`src/rtl/mcpu_loader_if.sv`:
```
// Bus bundle for mcpu_loader: loader byte stream, status, CPU memory port and RAM port.
// slave is the loader's view; master is the surrounding system (stream source, CPU, RAM).
interface mcpu_loader_if #(
  parameter int ADDR_W = 6,
  parameter int DATA_W = 8
);
  logic              start;
  logic [DATA_W-1:0] in_data;
  logic              in_valid;
  logic              in_ready;
  logic              busy;
  logic              done;
  logic              err;
  logic              cpu_rst_n;
  logic [ADDR_W-1:0] cpu_adress;
  logic [DATA_W-1:0] cpu_wdata;
  logic              cpu_oe;
  logic              cpu_we;
  logic [DATA_W-1:0] cpu_rdata;
  logic [ADDR_W-1:0] mem_adress;
  logic [DATA_W-1:0] mem_wdata;
  logic              mem_oe;
  logic              mem_we;
  logic [DATA_W-1:0] mem_rdata;

  modport slave (
    input  start, in_data, in_valid, cpu_adress, cpu_wdata, cpu_oe, cpu_we, mem_rdata,
    output in_ready, busy, done, err, cpu_rst_n, cpu_rdata, mem_adress, mem_wdata, mem_oe, mem_we
  );

  modport master (
    output start, in_data, in_valid, cpu_adress, cpu_wdata, cpu_oe, cpu_we, mem_rdata,
    input  in_ready, busy, done, err, cpu_rst_n, cpu_rdata, mem_adress, mem_wdata, mem_oe, mem_we
  );
endinterface

```
`src/rtl/mcpu_loader.sv`:
```
// Boot loader for the 8-bit CPU: streams a program into the shared RAM, verifies a
// trailing checksum, then releases the CPU from reset and hands it the RAM bus.
//
// state    | meaning
// ---------+-----------------------------------------------------------
// ST_IDLE  | after reset; CPU held in reset, waiting for start
// ST_LOAD  | waiting for the next stream byte (in_ready=1)
// ST_WRITE | one-cycle RAM write of the latched byte at addr
// ST_CHECK | waiting for the checksum byte (in_ready=1)
// ST_RUN   | checksum matched; CPU out of reset and owns the RAM bus
// ST_FAIL  | checksum mismatched; CPU held in reset, err set
module mcpu_loader #(
  parameter int ADDR_W   = 6,
  parameter int DATA_W   = 8,
  parameter int LOAD_LEN = 64
) (
  input  logic            clk,
  input  logic            rst,
  mcpu_loader_if.slave    bus
);

  localparam logic [ADDR_W-1:0] LAST_ADDR = ADDR_W'(LOAD_LEN - 1);

  typedef enum logic [2:0] {
    ST_IDLE, ST_LOAD, ST_WRITE, ST_CHECK, ST_RUN, ST_FAIL
  } state_t;

  state_t            state, state_nx;
  logic [ADDR_W-1:0] addr, addr_nx;
  logic [DATA_W-1:0] sum, sum_nx;
  logic [DATA_W-1:0] wreg, wreg_nx;
  logic              done_q, done_nx;
  logic              err_q, err_nx;
  logic              rstn_q, rstn_nx;

  logic              in_ready_c, busy_c, mem_oe_c, mem_we_c;
  logic [ADDR_W-1:0] mem_adress_c;
  logic [DATA_W-1:0] mem_wdata_c, cpu_rdata_c;

  always_ff @(posedge clk) begin
    if (rst) begin
      state  <= ST_IDLE;
      addr   <= '0;
      sum    <= '0;
      wreg   <= '0;
      done_q <= 1'b0;
      err_q  <= 1'b0;
      rstn_q <= 1'b0;
    end else begin
      state  <= state_nx;
      addr   <= addr_nx;
      sum    <= sum_nx;
      wreg   <= wreg_nx;
      done_q <= done_nx;
      err_q  <= err_nx;
      rstn_q <= rstn_nx;
    end
  end

  always_comb begin
    state_nx     = state;
    addr_nx      = addr;
    sum_nx       = sum;
    wreg_nx      = wreg;
    done_nx      = done_q;
    err_nx       = err_q;
    rstn_nx      = rstn_q;
    in_ready_c   = 1'b0;
    busy_c       = 1'b0;
    mem_adress_c = addr;
    mem_wdata_c  = wreg;
    mem_oe_c     = 1'b1;
    mem_we_c     = 1'b1;
    cpu_rdata_c  = '0;

    case (state)
      ST_IDLE, ST_FAIL: begin
        if (bus.start) begin
          state_nx = ST_LOAD;
          addr_nx  = '0;
          sum_nx   = '0;
          done_nx  = 1'b0;
          err_nx   = 1'b0;
          rstn_nx  = 1'b0;
        end
      end
      ST_LOAD: begin
        in_ready_c = 1'b1;
        busy_c     = 1'b1;
        if (bus.in_valid) begin
          wreg_nx  = bus.in_data;
          sum_nx   = sum + bus.in_data;
          state_nx = ST_WRITE;
        end
      end
      ST_WRITE: begin
        busy_c   = 1'b1;
        mem_we_c = 1'b0;
        if (addr == LAST_ADDR) begin
          state_nx = ST_CHECK;
        end else begin
          addr_nx  = addr + ADDR_W'(1);
          state_nx = ST_LOAD;
        end
      end
      ST_CHECK: begin
        in_ready_c = 1'b1;
        busy_c     = 1'b1;
        if (bus.in_valid) begin
          if (bus.in_data == sum) begin
            state_nx = ST_RUN;
            done_nx  = 1'b1;
            rstn_nx  = 1'b1;
          end else begin
            state_nx = ST_FAIL;
            err_nx   = 1'b1;
          end
        end
      end
      ST_RUN: begin
        // CPU owns the RAM bus: straight combinational pass-through
        mem_adress_c = bus.cpu_adress;
        mem_wdata_c  = bus.cpu_wdata;
        mem_oe_c     = bus.cpu_oe;
        mem_we_c     = bus.cpu_we;
        cpu_rdata_c  = bus.mem_rdata;
        if (bus.start) begin
          state_nx = ST_LOAD;
          addr_nx  = '0;
          sum_nx   = '0;
          done_nx  = 1'b0;
          err_nx   = 1'b0;
          rstn_nx  = 1'b0;
        end
      end
      default: state_nx = ST_IDLE;
    endcase
  end

  assign bus.in_ready   = in_ready_c;
  assign bus.busy       = busy_c;
  assign bus.done       = done_q;
  assign bus.err        = err_q;
  assign bus.cpu_rst_n  = rstn_q;
  assign bus.cpu_rdata  = cpu_rdata_c;
  assign bus.mem_adress = mem_adress_c;
  assign bus.mem_wdata  = mem_wdata_c;
  assign bus.mem_oe     = mem_oe_c;
  assign bus.mem_we     = mem_we_c;

endmodule

```
`src/flat_wrapper.sv`:
```
// flat-port wrapper written by rule: the top's interface ports become plain ports
module mcpu_loader_flat 
#(
  parameter int ADDR_W   = 6,
  parameter int DATA_W   = 8,
  parameter int LOAD_LEN = 64
)
  (clk, rst, bus_start, bus_in_data, bus_in_valid, bus_cpu_adress, bus_cpu_wdata, bus_cpu_oe, bus_cpu_we, bus_mem_rdata, bus_in_ready, bus_busy, bus_done, bus_err, bus_cpu_rst_n, bus_cpu_rdata, bus_mem_adress, bus_mem_wdata, bus_mem_oe, bus_mem_we);
  mcpu_loader_if #(.ADDR_W(ADDR_W), .DATA_W(DATA_W)) bus_i ();
  input  logic clk;
  input  logic rst;
  input wire logic [$bits(bus_i.start)-1:0] bus_start;
  input wire logic [$bits(bus_i.in_data)-1:0] bus_in_data;
  input wire logic [$bits(bus_i.in_valid)-1:0] bus_in_valid;
  input wire logic [$bits(bus_i.cpu_adress)-1:0] bus_cpu_adress;
  input wire logic [$bits(bus_i.cpu_wdata)-1:0] bus_cpu_wdata;
  input wire logic [$bits(bus_i.cpu_oe)-1:0] bus_cpu_oe;
  input wire logic [$bits(bus_i.cpu_we)-1:0] bus_cpu_we;
  input wire logic [$bits(bus_i.mem_rdata)-1:0] bus_mem_rdata;
  output wire logic [$bits(bus_i.in_ready)-1:0] bus_in_ready;
  output wire logic [$bits(bus_i.busy)-1:0] bus_busy;
  output wire logic [$bits(bus_i.done)-1:0] bus_done;
  output wire logic [$bits(bus_i.err)-1:0] bus_err;
  output wire logic [$bits(bus_i.cpu_rst_n)-1:0] bus_cpu_rst_n;
  output wire logic [$bits(bus_i.cpu_rdata)-1:0] bus_cpu_rdata;
  output wire logic [$bits(bus_i.mem_adress)-1:0] bus_mem_adress;
  output wire logic [$bits(bus_i.mem_wdata)-1:0] bus_mem_wdata;
  output wire logic [$bits(bus_i.mem_oe)-1:0] bus_mem_oe;
  output wire logic [$bits(bus_i.mem_we)-1:0] bus_mem_we;
  assign bus_i.start = bus_start;
  assign bus_i.in_data = bus_in_data;
  assign bus_i.in_valid = bus_in_valid;
  assign bus_i.cpu_adress = bus_cpu_adress;
  assign bus_i.cpu_wdata = bus_cpu_wdata;
  assign bus_i.cpu_oe = bus_cpu_oe;
  assign bus_i.cpu_we = bus_cpu_we;
  assign bus_i.mem_rdata = bus_mem_rdata;
  assign bus_in_ready = bus_i.in_ready;
  assign bus_busy = bus_i.busy;
  assign bus_done = bus_i.done;
  assign bus_err = bus_i.err;
  assign bus_cpu_rst_n = bus_i.cpu_rst_n;
  assign bus_cpu_rdata = bus_i.cpu_rdata;
  assign bus_mem_adress = bus_i.mem_adress;
  assign bus_mem_wdata = bus_i.mem_wdata;
  assign bus_mem_oe = bus_i.mem_oe;
  assign bus_mem_we = bus_i.mem_we;
  mcpu_loader #(.ADDR_W(ADDR_W), .DATA_W(DATA_W), .LOAD_LEN(LOAD_LEN)) u_core (.clk(clk), .rst(rst), .bus(bus_i));
endmodule
```
`config.mk`:
```
export PLATFORM = sky130hd
export DESIGN_NAME = mcpu_loader_flat
export DESIGN_NICKNAME = d
export VERILOG_FILES = /design/src/rtl/mcpu_loader_if.sv /design/src/rtl/mcpu_loader.sv /design/src/flat_wrapper.sv
export SDC_FILE = /design/constraint.sdc
export NUM_CORES = 1
export LEC_CHECK = 0
export BUFFER_PORTS_ARGS = -buffer_cell sky130_fd_sc_hd__buf_4
export CAP_MARGIN = 0
export CORE_AREA = 2 2 78 80
export CTS_CLUSTER_DIAMETER = 100
export DETAILED_ROUTE_END_ITERATION = 8
export DIE_AREA = 0 0 80 82
export PLACE_DENSITY = 0.52
export SKIP_LAST_GASP = 1
export SYNTH_ARGS = -nofsm -noshare
export SYNTH_HDL_FRONTEND = slang
export SYNTH_SLANG_ARGS = --single-unit
```
`constraint.sdc`:
```
create_clock -name clk -period 1.9 [get_ports clk]
set_clock_uncertainty 0.05 [all_clocks]
set_input_delay 0.38 -clock clk [delete_from_list [all_inputs] [get_ports clk]]
set_output_delay 0.38 -clock clk [all_outputs]
set_load 0.02 [all_outputs]
```
# After elaboration in Yosys (flattened, before gate mapping)
# Cells that the tools add are included.
totals:
  ff_bits: 27
  out_inout_bits: 29
op_classes:
  add_sub_neg: 2
  n_eq_ne: 13
  muxes: 26
  n_reduce_logical: 13
op_table:
  columns: ["cell", "n"]
  rows:
  - ["$mux 8", 4]
  - ["$mux 6", 3]
  - ["$pmux 8 s2", 1]
  - ["$pmux 3 s4", 1]
  - ["$pmux 6 s2", 1]
  - ["$mux 1", 9]
  - ["$mux 3", 3]
  - ["$reduce_and 3->1", 3]
  - ["$add 8x8->8", 1]
  - ["$eq 8x8->1", 1]
  - ["$ne 2x2->1 const B", 4]
  - ["$reduce_and 4->1", 2]
  - ["$add 6x1->6 const B", 1]
  - ["$eq 3x2->1 const B", 2]
  - ["$eq 3x3->1 const B", 2]
  - ["$eq 6x6->1 const B", 1]
  - ["$pmux 1 s2", 3]
  - ["$reduce_bool 2->1", 3]
  - ["$reduce_or 3->1", 2]
  - ["$ne 2x1->1 const B", 2]
  - ["$eq 3x1->1 const B", 1]
  - ["$logic_not 3->1", 1]
  - ["$mux 2", 1]
  - ["$reduce_and 2->1", 1]
  - ["$reduce_or 2->1", 1]

# Longest topological paths before layout
depth:
  word_depth: 4
  mapped_depth: 7

# Worst setup path before layout
# OpenSTA, ideal clock, no wires.
synth_path:
  path_type: "flip-flop to output port"
  startpoint: "reg u_core.state[1]"
  endpoint: "out bus_mem_wdata[0]"
  t_arrival_ns: 1.614
  required_time_ns: 1.470
  slack_ns: -0.144
  stages_incl_launch_ff: 7
  n_path_buf: 3
  cell_sequence: "dfxtp_1 > buf_2 > nor2_1 > and2_2 > buf_2 > buf_4 > mux2_2"
synth_via:
  elab_chain_cells: 2
synth_lines:
  columns: ["item", "line_no", "text"]
  rows:
  - ["start: declaration", "mcpu_loader.sv:28", "state_t state, state_nx;"]
  - ["start signal: assignment", "mcpu_loader.sv:50", "state <= state_nx;"]
  - ["$eq 3x3->1", "mcpu_loader.sv:76", "case (state)"]
  - ["$mux 8", "mcpu_loader.sv:76", null]
  - ["end: declaration", "flat_wrapper.sv:27", "output wire logic [$bits(bus_i.mem_wdata)-1:0] bus_mem_wdata;"]
# No other way between the ends.

# Worst setup path after layout
layout_path:
  startpoint: "reg u_core.state[1]"
  endpoint: "out bus_mem_wdata[4]"
# Same word-level chain as after synthesis.

==> key figures <==
Run status
  • Status: finished with violations
  • Failing checks: setup timing

Setup path
  • FF-to-FF setup slack: 110 ps
  • Reg2reg end: u_core.bus.err
  • Worst r2r src: u_core.sum[1]
  • Worst EP required: 1470 ps
  • FF-to-FF path depth: 6
  • Cell chain of the critical path: nor2_4 -> and2_4 -> buf_12 -> mux2_4 -> buf_6
  • Startpoint types: register
  • WS Path Type: register to primary output
  • Critical-path top delay cell: dfxtp_4
  • Worst-path maximum fanout: 8
  • Critical path capture point type: primary output
  • Worst path depth: 5
  • CP arrival: 1500 ps
  • Critical path's top delay family: flip-flops
  • Slowest stage delay, CP: 360 ps
  • Combined buffer and inverter count along the critical path: 2

Finish
  • Area occupied by multi-input gates: 0.00116 sq mm
  • Share of layout cells above drive strength 1: 43.2%
  • Antenna fix cells: 0
  • Post-route cell area: 0.00260 sq mm
  • Fin util: 45.3%
  • Area grow syn2layout: 54.4%
  • Net count, final: 326
  • Layout filler cell count: 599
  • Reg area: 546 sq um

Power and ir drop
  • P_int: 917 uW
  • Comb power frac: 27.4%
  • Sequential Power Share: 47.1%
  • VDD IR max: 244 uV
  • Sw Pwr: 357 uW
  • Leakage power: 0.00119 uW
  • Clock share of power: 25.5%
  • Switching share of power: 28.0%
  • PD cells: 490 mW/mm^2

Clock tree
  • TritonCTS clock tree: yes
  • CTS Root Buffer Type: clkbuf_8
  • CTS max path bufs: 2
  • Clock Sink Count: 27
  • CTS Buf Count: 3
  • H-tree levels: 1
  • Clock slew at reported path FFs: 90 ps
  • Post-CTS Hold Fix Bufs: 0
  • Worst skew pair latency: 270 ps

STA
  • Fmax: 519 MHz
  • Relative slew slack: 63.3%
  • Final hold violations: 0
  • Final WS setup: -27.8 ps
  • Final period util: 101%
  • Final setup fails: 13
  • Min Tclk post-route: 1930 ps
  • Final number of max-transition violations: 0
  • TNS Setup: -205 ps
  • Worst-Margin Slew: 549 ps
  • Unrepaired setup endpoints after global routing: yes

Synthesis
  • Post-synth top flop: dfxtp_1
  • Synth Cell Area: 0.00168 sq mm
  • Biggest area consumer among synthesized cells: dfxtp_1
  • EDFF count, synth: 0
  • Fraction of registers with async set/reset: 0%
  • Share of the synthesized area in the top cell type: 32.1%
  • Synth Instances: 200
  • Synth area leaders: dfxtp_1 (32%), mux2_2 (8.7%), ha_1 (5.9%)
  • Avg Inst Size Synth: 8.42 sq um
  • Net Count, Synth: 245
  • YS warnings: 0
  • Flops & latches, synth: 27
  • Distinct cells, synth: 46
  • Part of the Yosys area used for sequential elements: 32.1%

Detailed routing
  • Per-cell routed wire length: 12.9 um
  • Avg Vias per Cell: 4.71
  • Iteration count of the initial detailed-routing pass: 4
  • Antenna Violating Nets Remaining: 0
  • Residual DRC count: 0
  • Drt total wl: 4600 um
  • Initial DRC count: 50
  • Vias: 1672

Floorplanning
  • Die area: 0.00656 sq mm
  • Core footprint: 0.00575 sq mm
  • Die Width: 80 um
  • Io pins: 65
  • Initial Util: 29.3%
  • Die Y: 82 um
  • Site Rows: 28

Min path
  • WHS Path Cells: 3
  • Worst hold path class: input pin to register
  • Worst Hold End: u_core.wreg[6]
  • HP Start: bus_in_data[6]

Placed design
  • DP HPWL: 3450 um
  • IO buf count: 64
  • Placed cell areas: 0.00238 sq mm
  • Routability cong.: 0.792

Run
  • Max Cap Violations: 0

Global route
  • Initial antenna violation count: 0
  • First-pass GRT wire length: 7650 um
  • Overflow after GRT: 0
  • Largest net degree at the start of global routing: 27
  • Vias in the first global route: 1642
  • All-layer global routing usage: 14.5%
[worst max-delay path by stage]
stage	start	to	slack (ps)
2_1_floorplan	u_core.state[1]	bus_mem_wdata[0]	3
3_3_place_gp	bus_in_data[4]	u_core.bus.err	-160
3_5_place_dp	bus_in_data[4]	u_core.bus.err	-190
4_1_cts	u_core.state[0]	bus_mem_wdata[4]	-100
5_1_grt	u_core.state[1]	bus_mem_wdata[5]	-80
6_report	u_core.state[1]	bus_mem_wdata[4]	-30
[per-stage QoR]
step                instances  total power, uW  hold WS [ps]  setup slack [ps]
finish                    355             1270           314             -27.8
global route              355             1340           312             -81.8
CTS                       356             1290           306             -99.2
detailed placement        346              939           398              -187
global placement          346              938           396              -159
floorplan                 200              783           384              2.78
[worst register-to-register path, cell delays in order, from the launching register on]
cell and delay [ps]:
dfxtp_1 330, ha_1 290, or4_1 580, o31ai_4 230, nor2_1 60, nor2_1 80
nor2_1 40
[power by group through the flow]
stage	Combinational [uW]	Sequential, uW	Clock, uW
4_1_cts	349	600	338
2_1_floorplan	171	612	0
6_report	349	600	325
5_1_grt	384	603	355
3_5_place_dp	325	614	0
3_3_place_gp	324	614	0
[logic make-up (layout without fill, tap and decap cells)]
| logic type | Yosys count | after routing | synth area share, % |
|---|---|---|---|
| mux | 13 | 13 | 8.69 |
| flops | 27 | 27 | 32.1 |
| buf+inv | 14 | 94 | 3.86 |
| fa+ha+maj | 9 | 9 | 7.13 |
| compound gates | 44 | 44 | 17.6 |
| xor+xnor | 9 | 9 | 4.68 |
| simple gates | 84 | 84 | 25.9 |
[area by class of cell]
class	count	share of cell area (%)
Multi-Input combinational cell	159	44.6
Timing Repair Buffer	87	28.6
Sequential cell	27	21.0
Tap cell	75	3.61
Clock buffer	4	1.73
Inverter	3	0.529
[what timing repair did]
action                                 4_1_cts  5_1_grt
pin swaps                                    1        3
gates resized for setup                     32        7
buffers inserted                             5        1
endpoints found under the hold margin        0        0
gates cloned                                 1        0
setup endpoints to repair                   13       24
[synthesized netlist by cell type (2+ instances only)]
cell,number
dfxtp_1,27
o21ai_0,5
nand3_1,5
nor4b_1,2
a21o_1,4
nand2_1,26
ha_1,8
inv_1,2
or2_2,2
a31oi_1,2
and3_1,11
and2_2,2
nand4_1,2
nor2_1,19
buf_4,2
o21bai_1,2
a22oi_1,6
buf_2,2
xnor2_1,2
a21oi_1,15
nand3b_1,3
nor3b_1,2
or3_1,2
mux2_2,13
xor2_1,7
o31ai_1,2
clkbuf_1,6
[state kept, by name, summed over array words and instances (netlist names)]
signal,flops
u_core.sum,8
u_core.bus.err,1
u_core.bus.cpu_rst_n,1
u_core.state,3
u_core.wreg,8
u_core.addr,6
[layer usage]
layer  global-route usage [%]  vias to the layer above  part of all wire (%)
met1                     20.0                      764                    48
met3                     1.10                        4                   3.2
met5                        0                        -                     0
met2                     24.4                       31                    48
li1                         -                      873                     -
met4                     3.56                        0                  0.91
[cell usage in the layout (no fill, tap or decap), drive strengths merged, types with 2 or more instances in the layout]
| cell type | count |
|---|---|
| mux2 | 13 |
| nand4 | 2 |
| a211oi | 2 |
| inv | 3 |
| dfxtp | 27 |
| nand3 | 5 |
| or3 | 2 |
| ha | 8 |
| nor2 | 19 |
| and3 | 11 |
| nand2 | 27 |
| nor4b | 2 |
| o31ai | 2 |
| clkbuf | 4 |
| a31oi | 2 |
| xnor2 | 2 |
| nand3b | 3 |
| buf | 87 |
| and2 | 3 |
| or2 | 2 |
| a21o | 4 |
| a21oi | 16 |
| nor3b | 2 |
| o21bai | 2 |
| nand2b | 2 |
| xor2 | 7 |
| o21ai | 5 |
| a22oi | 6 |
Note: power is estimated with default switching activity, not from simulation.
